==> src/rtl/tl_ul_link_buffer.sv <==
// TileLink-UL link buffer: circular queues on the A and D channels plus an
// outstanding-request counter that throttles A when the in-flight limit is reached.

module tl_ul_link_queue #(
  parameter int W     = 8,
  parameter int DEPTH = 2,
  parameter int FLOW  = 0,
  parameter int LIMIT = 8
) (
  input  logic         clock,
  input  logic         reset,
  input  logic         enq_valid_i,
  output logic         enq_ready_o,
  input  logic [W-1:0] enq_data_i,
  input  logic [2:0]   extra_i,
  output logic         deq_valid_o,
  input  logic         deq_ready_i,
  output logic [W-1:0] deq_data_o,
  output logic [2:0]   count_o
);

  localparam int PW = (DEPTH > 1) ? $clog2(DEPTH) : 1;

  logic [W-1:0]  mem_q [DEPTH];
  logic [PW-1:0] wptr_q, wptr_d, rptr_q, rptr_d;
  logic [2:0]    count_q, count_d;
  logic          empty, enq_fire, deq_fire, bypass, do_wr, do_rd;

  function automatic logic [PW-1:0] ptr_inc(input logic [PW-1:0] p);
    return (p == PW'(DEPTH - 1)) ? '0 : p + 1'b1;
  endfunction

  always_comb begin
    empty       = (count_q == 3'd0);
    // extra_i + count is checked against LIMIT so the A side can reserve in-flight slots
    enq_ready_o = (count_q < 3'(DEPTH)) &&
                  (({1'b0, count_q} + {1'b0, extra_i}) < 4'(LIMIT));
    enq_fire    = enq_valid_i && enq_ready_o;
    if ((FLOW != 0) && empty) begin
      deq_valid_o = enq_fire;
      deq_data_o  = enq_data_i;
    end else begin
      deq_valid_o = !empty;
      deq_data_o  = mem_q[rptr_q];
    end
    deq_fire = deq_valid_o && deq_ready_i;
    bypass   = (FLOW != 0) && empty && deq_fire;
    do_wr    = enq_fire && !bypass;
    do_rd    = deq_fire && !bypass;
    wptr_d   = do_wr ? ptr_inc(wptr_q) : wptr_q;
    rptr_d   = do_rd ? ptr_inc(rptr_q) : rptr_q;
    count_d  = count_q + 3'(do_wr) - 3'(do_rd);
  end

  always_ff @(posedge clock) begin
    if (reset) begin
      wptr_q  <= '0;
      rptr_q  <= '0;
      count_q <= 3'd0;
    end else begin
      wptr_q  <= wptr_d;
      rptr_q  <= rptr_d;
      count_q <= count_d;
    end
  end

  always_ff @(posedge clock) begin
    if (do_wr) mem_q[wptr_q] <= enq_data_i;
  end

  assign count_o = count_q;

endmodule

module tl_ul_link_buffer #(
  parameter int A_DEPTH  = 2,
  parameter int D_DEPTH  = 2,
  parameter int FLOW     = 0,
  parameter int MAX_INFL = 4
) (
  input  logic        clock,
  input  logic        reset,
  input  logic        a_in_valid,
  output logic        a_in_ready,
  input  logic [2:0]  a_in_opcode,
  input  logic [2:0]  a_in_param,
  input  logic [1:0]  a_in_size,
  input  logic [1:0]  a_in_source,
  input  logic [11:0] a_in_address,
  input  logic [3:0]  a_in_mask,
  input  logic [31:0] a_in_data,
  output logic        a_out_valid,
  input  logic        a_out_ready,
  output logic [2:0]  a_out_opcode,
  output logic [2:0]  a_out_param,
  output logic [1:0]  a_out_size,
  output logic [1:0]  a_out_source,
  output logic [11:0] a_out_address,
  output logic [3:0]  a_out_mask,
  output logic [31:0] a_out_data,
  input  logic        d_in_valid,
  output logic        d_in_ready,
  input  logic [2:0]  d_in_opcode,
  input  logic [1:0]  d_in_param,
  input  logic [1:0]  d_in_size,
  input  logic [1:0]  d_in_source,
  input  logic        d_in_sink,
  input  logic        d_in_denied,
  input  logic        d_in_corrupt,
  input  logic [31:0] d_in_data,
  output logic        d_out_valid,
  input  logic        d_out_ready,
  output logic [2:0]  d_out_opcode,
  output logic [1:0]  d_out_param,
  output logic [1:0]  d_out_size,
  output logic [1:0]  d_out_source,
  output logic        d_out_sink,
  output logic        d_out_denied,
  output logic        d_out_corrupt,
  output logic [31:0] d_out_data,
  output logic [2:0]  inflight,
  output logic        infl_underflow
);

  localparam int AW = 58;
  localparam int DW = 44;

  logic [AW-1:0] a_enq_data, a_deq_data;
  logic [DW-1:0] d_enq_data, d_deq_data;
  logic [2:0]    a_count, d_count_unused_guard;
  logic [2:0]    inflight_q, inflight_d;
  logic          underflow_q, underflow_d;
  logic          a_out_fire, d_in_fire;

  assign a_enq_data = {a_in_opcode, a_in_param, a_in_size, a_in_source,
                       a_in_address, a_in_mask, a_in_data};
  assign {a_out_opcode, a_out_param, a_out_size, a_out_source,
          a_out_address, a_out_mask, a_out_data} = a_deq_data;
  assign d_enq_data = {d_in_opcode, d_in_param, d_in_size, d_in_source,
                       d_in_sink, d_in_denied, d_in_corrupt, d_in_data};
  assign {d_out_opcode, d_out_param, d_out_size, d_out_source,
          d_out_sink, d_out_denied, d_out_corrupt, d_out_data} = d_deq_data;

  tl_ul_link_queue #(.W(AW), .DEPTH(A_DEPTH), .FLOW(FLOW), .LIMIT(MAX_INFL)) u_a_queue (
    .clock       (clock),
    .reset       (reset),
    .enq_valid_i (a_in_valid),
    .enq_ready_o (a_in_ready),
    .enq_data_i  (a_enq_data),
    .extra_i     (inflight_q),
    .deq_valid_o (a_out_valid),
    .deq_ready_i (a_out_ready),
    .deq_data_o  (a_deq_data),
    .count_o     (a_count)
  );

  // D side has no in-flight reservation: LIMIT above any reachable count
  tl_ul_link_queue #(.W(DW), .DEPTH(D_DEPTH), .FLOW(FLOW), .LIMIT(8)) u_d_queue (
    .clock       (clock),
    .reset       (reset),
    .enq_valid_i (d_in_valid),
    .enq_ready_o (d_in_ready),
    .enq_data_i  (d_enq_data),
    .extra_i     (d_count_unused_guard),
    .deq_valid_o (d_out_valid),
    .deq_ready_i (d_out_ready),
    .deq_data_o  (d_deq_data),
    .count_o     (d_count_unused_guard)
  );

  assign a_out_fire = a_out_valid && a_out_ready;
  assign d_in_fire  = d_in_valid && d_in_ready;

  always_comb begin
    inflight_d  = inflight_q;
    underflow_d = underflow_q;
    if (d_in_fire && (inflight_q == 3'd0)) underflow_d = 1'b1;
    if (a_out_fire && !d_in_fire) begin
      inflight_d = inflight_q + 3'd1;
    end else if (d_in_fire && !a_out_fire && (inflight_q != 3'd0)) begin
      inflight_d = inflight_q - 3'd1;
    end
  end

  always_ff @(posedge clock) begin
    if (reset) begin
      inflight_q  <= 3'd0;
      underflow_q <= 1'b0;
    end else begin
      inflight_q  <= inflight_d;
      underflow_q <= underflow_d;
    end
  end

  assign inflight       = inflight_q;
  assign infl_underflow = underflow_q;

  logic unused_a_count;
  assign unused_a_count = ^a_count;

endmodule

==> config.mk <==
export PLATFORM = sky130hd
export DESIGN_NAME = tl_ul_link_buffer
export DESIGN_NICKNAME = d
export VERILOG_FILES = /design/src/rtl/tl_ul_link_buffer.sv
export SDC_FILE = /design/constraint.sdc
export NUM_CORES = 1
export LEC_CHECK = 0
export CAP_MARGIN = 20
export CORE_ASPECT_RATIO = 0.9
export CORE_UTILIZATION = 40
export CTS_CLUSTER_DIAMETER = 30
export DETAILED_ROUTE_END_ITERATION = 7
export GPL_ROUTABILITY_DRIVEN = 0
export GPL_TIMING_DRIVEN = 0
export PLACE_DENSITY = 0.77
export SKIP_CTS_REPAIR_TIMING = 1
export SKIP_LAST_GASP = 1
export SLEW_MARGIN = 20
export SYNTH_ARGS = -nofsm -noshare
export SYNTH_HDL_FRONTEND = slang
export SYNTH_SLANG_ARGS = --single-unit
==> constraint.sdc <==
create_clock -name clock -period 4.14 [get_ports clock]
set_input_delay 1.035 -clock clock [delete_from_list [all_inputs] [get_ports clock]]
set_output_delay 1.035 -clock clock [all_outputs]
set_load 0.05 [all_outputs]
### Word level (Yosys, flattened, before mapping)

Memories as Yosys holds them, arrays and structs flattened. A register that Yosys moved wholly into a read port is not among the register bits.
Cells that the tools add are included.

* register bits: 14
* bits in latches: 0
* memory bits (writable): 204
* memory bits (read-only): 0
* bits of input ports: 108
* output and inout port bits: 110
* word-level logic and storage cells: 59
* memories: 2

* add/subtract/negate cells: 12
* multipliers: 0
* divide/modulo/power cells: 0
* $lt $le $gt $ge: 4
* equality and inequality tests: 0
* shifts and indexed selects: 0
* multiplexer cells: 14
* bitwise logic cells: 0
* reduce and logical (&&, ||, !) cells: 19

Memory list
* u_a_queue.mem_q: words 2, bits a word 58, read ports 1, clocked after memory_dff 1, write ports 1, RTL line 24 `logic [W-1:0] mem_q [DEPTH];`
* u_d_queue.mem_q: words 2, bits a word 44, read ports 1, clocked after memory_dff 1, write ports 1, RTL line 24

Operators with widths (count)
* $mux 1: 12
* $logic_and 1x1->1: 10
* $logic_not 3->1: 3
* $add 3x3->4: 2
* $add 3x1->3: 2
* $lt 3x2->1 const B: 2
* $mux 3: 2
* $sub 3x1->3: 2
* $add 1x1->1 const B: 4
* $logic_not 1->1: 4
* $lt 4x3->1 const B: 1
* $lt 4x4->1 const B: 1
* $add 3x1->3 const B: 1
* $reduce_bool 3->1: 1
* $sub 3x1->3 const B: 1
* $reduce_bool 2->1: 1

### Longest topological paths before layout

* word-level depth: 8
* depth in mapped cells: 10

### Hierarchy

From an unflattened synthesis, not the netlist that was laid out.

* cells, all modules: 411
* area total of the unflattened synthesis: 8465.6 um^2

By module, submodules not included
* tl_ul_link_queue at u_a_queue: instances 1, cells each 215, area an instance 4495.6 um^2
* tl_ul_link_queue at u_d_queue: instances 1, cells each 173, area an instance 3759.9 um^2
* tl_ul_link_buffer: instances 1, cells each 23, area an instance 210.2 um^2

### Worst setup path after synthesis

OpenSTA, ideal clock, no wires.

* kind: reg2reg
* start: reg inflight_q[2], in the netlist inflight[2]
* end: mem u_a_queue.mem_q[0][0] (netlist bit), enable pin
* library setup time: 474 ps
* arrival time: 3957 ps
* slack: -292 ps
* cell stages (with the launch flop): 5
* clock period less this slack: 4432 ps
* path through: dfxtp_1 ha_1 nor4b_1 nand3_1 nor2_1

* longest elaborated chain between the ends: 6

RTL lines
* start, declared: RTL line 131 `logic [2:0] inflight_q, inflight_d;`
* start signal, assigned: RTL line 190 `inflight_q <= inflight_d;`
* $add 3x3->4: RTL line 37 `(({1'b0, count_q} + {1'b0, extra_i}) < 4'(LIMIT));`
* $lt 4x3->1: RTL line 37
* $logic_and 1x1->1: RTL line 36 `enq_ready_o = (count_q < 3'(DEPTH)) &&`
* $logic_and 1x1->1: RTL line 38 `enq_fire = enq_valid_i && enq_ready_o;`
* $mux 1: RTL line 68 `if (do_wr) mem_q[wptr_q] <= enq_data_i;`
* $mux 1 (not written as such): RTL line 68
* end, declared: RTL line 24

No other way between the ends.

==> impl_metrics.ini <==
[worst_setup_path]
end_kind = primary output
cp_max_fo = 10
path_class = reg -> out
cp.required_ns = 3.11
worstPathArrival_ns = 2.59
cp_slowest_cell = clkdlybuf4s50_1
regToRegStartpoint = inflight[2]$_SDFFE_PP0P_
max_stage_delay_ns = 0.72
start_kind = flip-flop
cp_cell_sequence = clkbuf_1 > buf_2 > mux2_2 > clkdlybuf4s50_1

[clock_network]
cts_tree = built
clock_sinks = 220
clk_latency_ns = 0.51
cts-root-buf = clkbuf_16
numCtsBuffers = 42
htree_levels = 2
clkTransAtPathRegs_ns = 0.04
cts_buffer_depth = 3

[global_routing]
antenna_found_initial = 0
grt_use_total_pct = 16.26
grt_start_max_net_pins = 30
grt_pass1_vias = 5037
grt_pass1_wl_mm = 26.10
gr-total-overflow = 0

[layout]
area_delta_synth_final_pct = 49.22
utilization_pct = 61.00
final_nets = 791
diodes = 0
drive_gt1_share_pct = 26.35
final_cell_mix = clkdlybuf4s50_1 (217), edfxtp_1 (204), mux2_2 (102)
n_fill_cell = 1417
mostFrequentLayoutCell = clkdlybuf4s50_1

[timing]
slew_headroom_pct = 49.73
period_share_pct = 87.67
setup_viol = 0
hold_violations = 0
rsz0062_at_grt = false
worst_slack_ns = 0.5105
fmax_mhz = 275.5
holdWs_ns = 0.4841
drv_slew = 0
fin_skew_ns = 0.02008
worstMarginPinSlew_ns = 0.7523
layout_min_cycle_time_ns = 3.630

[min_path]
min_from = infl_underflow$_SDFFE_PP0P_
hp-class = reg -> reg

[routing]
antenna_left = 0
wl_mm = 16.97
avgRoutedWirePerCell_um = 17.73
drtPass1Iterations = 6
drc = 17
first_iter_violations = 186
vias_per_cell = 4.765
vias = 4560

[pwr]
peakVddDrop_v = 0.0006125
p_leak_uw = 0.004255
power.density_nw_per_um2 = 888.9

[synth]
syn-cell-area_um2 = 8170
synth_cell_types = 28
yosys_register_bits = 220
synth_nets = 524
netlist_instances = 405
synthFlopType = edfxtp_1
postSynthAreaPerCell_um2 = 20.17
yosysWarnings = 0
synth-edff-count = 204
seq_area_frac_synth_pct = 78.90
ys_async_sr_fraction_pct = 0

[floorplan]
top_level_ports = 218
initial_core_util_pct = 40.88
placementRows = 49
core_um2 = 19990
fp.dieW_um = 152.7
dieArea_um2 = 21000
die_y_um = 137.6

[place]
numPortBuffers = 217
pre_cts_ws_ns = 0.9573
hpwl_mm = 11.33

[run_status]
status = finished, violations left
violations = design-rule violations

[flow_run]
cap_violations = 0
[cell type report]
class	instances	area, um^2	area share, %
tap	255	319.1	2.617
multi-input combinational	159	1630	13.37
sequential	220	6446	52.87
inverter	13	48.80	0.4002
clock inverter	23	242.7	1.991
timing repair buffer	223	2330	19.11
clock buffer	51	1106	9.072
buffer	13	68.82	0.5644
[synthesized netlist by cell type (2+ instances only)]
cell      instances  area, um^2
inv_1            13       48.80
mux2_2          102        1149
nor2b_1           4       25.02
dfxtp_1          16       320.3
fa_1              3       60.06
nand3_1           3       15.01
ha_1              8       100.1
edfxtp_1        204        6126
nor2_1           16       60.06
nand2_1           2       7.510
and2_1            2       12.51
clkbuf_1          2       7.510
buf_2            10       50.05
xnor2_1           6       52.55
[metrics by stage]
step	total power [uW]	setup TNS [ns]	cell area (um^2)	cells
after floorplan	6192	-33.84	8170	405
after global placement	7515	-227.16	10660	877
after detailed placement	7695	0	10840	883
after CTS	10970	0	12190	957
after global routing	11260	0	12190	957
final	10840	0	12190	957
[power by group]
group / internal (uW) / leakage (uW) / total [uW] / switching [uW]
Clock: 2180 / 0.000653 / 3200 / 1010
Combinational: 1640 / 0.00159 / 4450 / 2820
Sequential: 3030 / 0.00201 / 3190 / 155
Total: 6850 / 0.00426 / 10800 / 3980
[sequential cells by signal (all words and copies together), names as in the netlist, named ones only]
signal / flops
u_a_queue.rptr_q: 1
u_a_queue.count_o: 3
infl_underflow: 1
inflight: 3
u_d_queue.mem_q: 88
u_a_queue.mem_q: 116
u_d_queue.wptr_q: 1
u_d_queue.rptr_q: 1
u_d_queue.count_o: 3
u_a_queue.wptr_q: 1
[worst paths after layout]
check / end / slack [ns] / cells past startpoint
worst max-delay path: d_out_data[19] / 0.51 / 4
worst min-delay path: infl_underflow$_SDFFE_PP0P_ / 0.48 / 2
worst max register to register: u_a_queue.mem_q[0][11]$_DFFE_PP_ / 1.35 / 6
worst min register to register: infl_underflow$_SDFFE_PP0P_ / 0.48 / 2
[cell families after synthesis]
logic type               after synthesis  synth area share, %
AO/OA/AOI/OAI                          4               0.4442
XOR/XNOR                               7               0.7504
adder cells (fa/ha/maj)               11                1.960
buffers and inverters                 26                1.440
flip-flops                           220                78.90
multiplexers                         105                14.59
AND/OR/NAND/NOR                       32                1.914
[critical path, delay by kind of cell (launching register included)]
family	cells	cell delay, ns
buffers and inverters	3	1.42
muxes	1	0.38
DFF	1	0.30
[layer usage]
metal	global-route usage (%)	vias up	wire (um)
met5	0	-	0
met4	5.556	0	309
met3	7.644	32	1858
met2	27.91	201	8453
met1	17.85	2212	6343
li1	-	2115	-
Note: power is estimated with default switching activity, not from simulation.
==> edit, RTL diff (config.mk and constraints unchanged) <==
`A_DEPTH`: 2 -> 1.
--- a/src/rtl/tl_ul_link_buffer.sv
+++ b/src/rtl/tl_ul_link_buffer.sv
@@ -73,7 +73,7 @@
 endmodule
 
 module tl_ul_link_buffer #(
-  parameter int A_DEPTH  = 2,
+  parameter int A_DEPTH  = 1,
   parameter int D_DEPTH  = 2,
   parameter int FLOW     = 0,
   parameter int MAX_INFL = 4
Formal check against the unedited RTL: not equivalent (Yosys sat finds a counterexample within 4 cycles, from zero or initial values and one cycle with reset high).
==> edit against the original RTL <==
Design area decreased by 29%. Sequential cell count is 61 lower. Wire length down 30%. Register-to-register slack got worse by 0.09 ns. Sequential share of layout area is 1.1 points higher. Hold slack lost 0.013 ns. Global-route usage grew 0.84 points. Area after synthesis down 31%. Largest cell class unchanged. Largest power group unchanged. Power is 37% lower. Setup slack improved by 0.085 ns.
==> edit: results (changes against the original RTL) <==
post-synthesis sequential area ratio 0.829 (+0.0400); Worst Clk Skew 0.00882 ns (-0.0113 ns); Max Root-Sink Buffers 2 (-1); Synth area leaders sky130_fd_sc_hd__edfxtp_1, sky130_fd_sc_hd__mux2_1, sky130_fd_sc_hd__dfxtp_1; master of the slowest instance on the critical path sky130_fd_sc_hd__clkdlybuf4s50_1; Hold Path Class flop to flop; CTS HTree Levels 4 (+2); CTS tree yes; Post-synth EDFFs 146 (-28%); clock transition at the registers of the reported paths 0.06 ns (+0.02 ns); leakage power figure 3.00 nW (-29%); uppermost signal routing layer after detailed routing met4; Port Buf Inserts 217 (unchanged); delay of the slowest cell on the worst path 0.73 ns; largest registers u_d_queue.mem_q (88), u_a_queue.mem_q (58); initial antenna violation count 0 (unchanged); total length of routed met3 wires 1.34 mm (-28%); YS warnings 0 (unchanged); outcome finished, final reports clean; first-pass GRT wire length 18.0 mm (-31%); post-detail-place hpwl 8.39 mm (-26%); Placement Cell Area 0.00808 mm² (-26%); clk_lat worst skew 0.41 ns (-0.10 ns); share of post-route cells with drive strength above 1 0.0825 (-0.181); Worst Tran Pin Value 0.762 ns (+0.00964 ns); proportion of synthesized flip-flops having asynchronous set or reset 0 (unchanged); routed length on met2 5.90 mm (-30%); peak supply drop 0.000685 V (+12%); Layout Nets 627 (-21%); routed metal-1 wirelength 4.54 mm (-28%); critical path peak fanout 10 (unchanged); Antenna Cells 0 (unchanged); CTS Root Cell sky130_fd_sc_hd__clkbuf_16; cell type group with the largest total delay on the critical path buffers and inverters; fillers 970 (-32%); drt total wl 11.9 mm (-30%); vias per std cell 4.68 (-1.7%); DR pass1 iterations 4 (-2); combined global-route utilization of all metal layers 0.171 (+0.00838); vias in the first global route 3453 (-31%); pin count of the biggest net entering global routing 60 (+100%); Synth top cells by count sky130_fd_sc_hd__edfxtp_1, sky130_fd_sc_hd__mux2_1, sky130_fd_sc_hd__dfxtp_1, sky130_fd_sc_hd__nor2_1, sky130_fd_sc_hd__inv_1; number of nets produced by synthesis 388 (-26%); TritonCTS Buffers 17 (-60%); DRT iter0 DRCs 186 (unchanged); data arrival time of the critical path 2.51 ns (-0.08 ns); post-synth cell types 27 (-3.6%)
## edit: final cells by class
| type | instances | area (µm²) | area share |
|---|---|---|---|
| repair buffers | 220 | 2250 | 0.261 |
| flip-flops and latches | 159 | 4640 | 0.540 |
| clock buffers | 18 | 429 | 0.0499 |
| plain buffers | 6 | 27.5 | 0.00320 |
| well taps | 168 | 210 | 0.0244 |
| clock inverters | 14 | 92.6 | 0.0108 |
| inverters | 11 | 41.3 | 0.00480 |
| multi-input cells | 93 | 907 | 0.105 |
## edit: logic make-up (layout without fill, tap and decap cells)
logic type / after synthesis / after routing / synth area share
compound gates: 4 / 4 / 0.00514
xor+xnor: 5 / 5 / 0.00782
fa+ha+maj: 11 / 11 / 0.0286
buf+inv: 17 / 269 / 0.0123
flops: 159 / 159 / 0.829
mux: 47 / 47 / 0.0947
simple gates: 26 / 26 / 0.0226
## edit: worst register-to-register path: stages (launching register included)
cell and delay (ns):
sky130_fd_sc_hd__dfxtp_1 0.43, sky130_fd_sc_hd__ha_1 0.27, sky130_fd_sc_hd__nand2b_1 0.16, sky130_fd_sc_hd__nor4_2 0.27, sky130_fd_sc_hd__and2_4 0.71, sky130_fd_sc_hd__ha_1 0.27
sky130_fd_sc_hd__inv_1 0.05, sky130_fd_sc_hd__fa_1 0.38, sky130_fd_sc_hd__xnor2_1 0.16, sky130_fd_sc_hd__nor2_1 0.05
## edit: per-layer routing
metal | up-vias | track usage
met3 | 9 | 0.0977
met2 | 156 | 0.295
li1 | 1504 | -
met4 | 0 | 0.0556
met5 | - | 0
met1 | 1558 | 0.176
## edit: metrics by stage
stage | hold slack [ns] | power, mW | setup slack, ns | std cells | TNS (ns)
floorplan | 0.481 | 4.39 | 0.135 | 269 | 0
global placement | 0.457 | 5.40 | -0.956 | 654 | -41.90
detailed placement | 0.464 | 5.50 | 0.949 | 657 | 0
CTS | 0.479 | 6.90 | 0.507 | 689 | 0
global route | 0.536 | 7.12 | 0.413 | 689 | 0
finish | 0.471 | 6.83 | 0.596 | 689 | 0
## edit: final timing paths
| kind | start | to | slack (ns) | cells past startpoint |
|---|---|---|---|---|
| max reg2reg | inflight[2] | u_a_queue.count_o[2] | 1.26 | 9 |
| max | flop | d_out_sink | 0.60 | 4 |
| min | infl_underflow | infl_underflow | 0.47 | 2 |
| min reg2reg | infl_underflow | infl_underflow | 0.47 | 2 |
## edit: power breakdown
part	leakage [nW]	switching (mW)	total, mW	internal [mW]
clock network	0.246	0.618	1.38	0.763
logic	1.30	2.05	3.08	1.03
registers	1.46	0.121	2.36	2.24
total	3.00	2.79	6.83	4.04
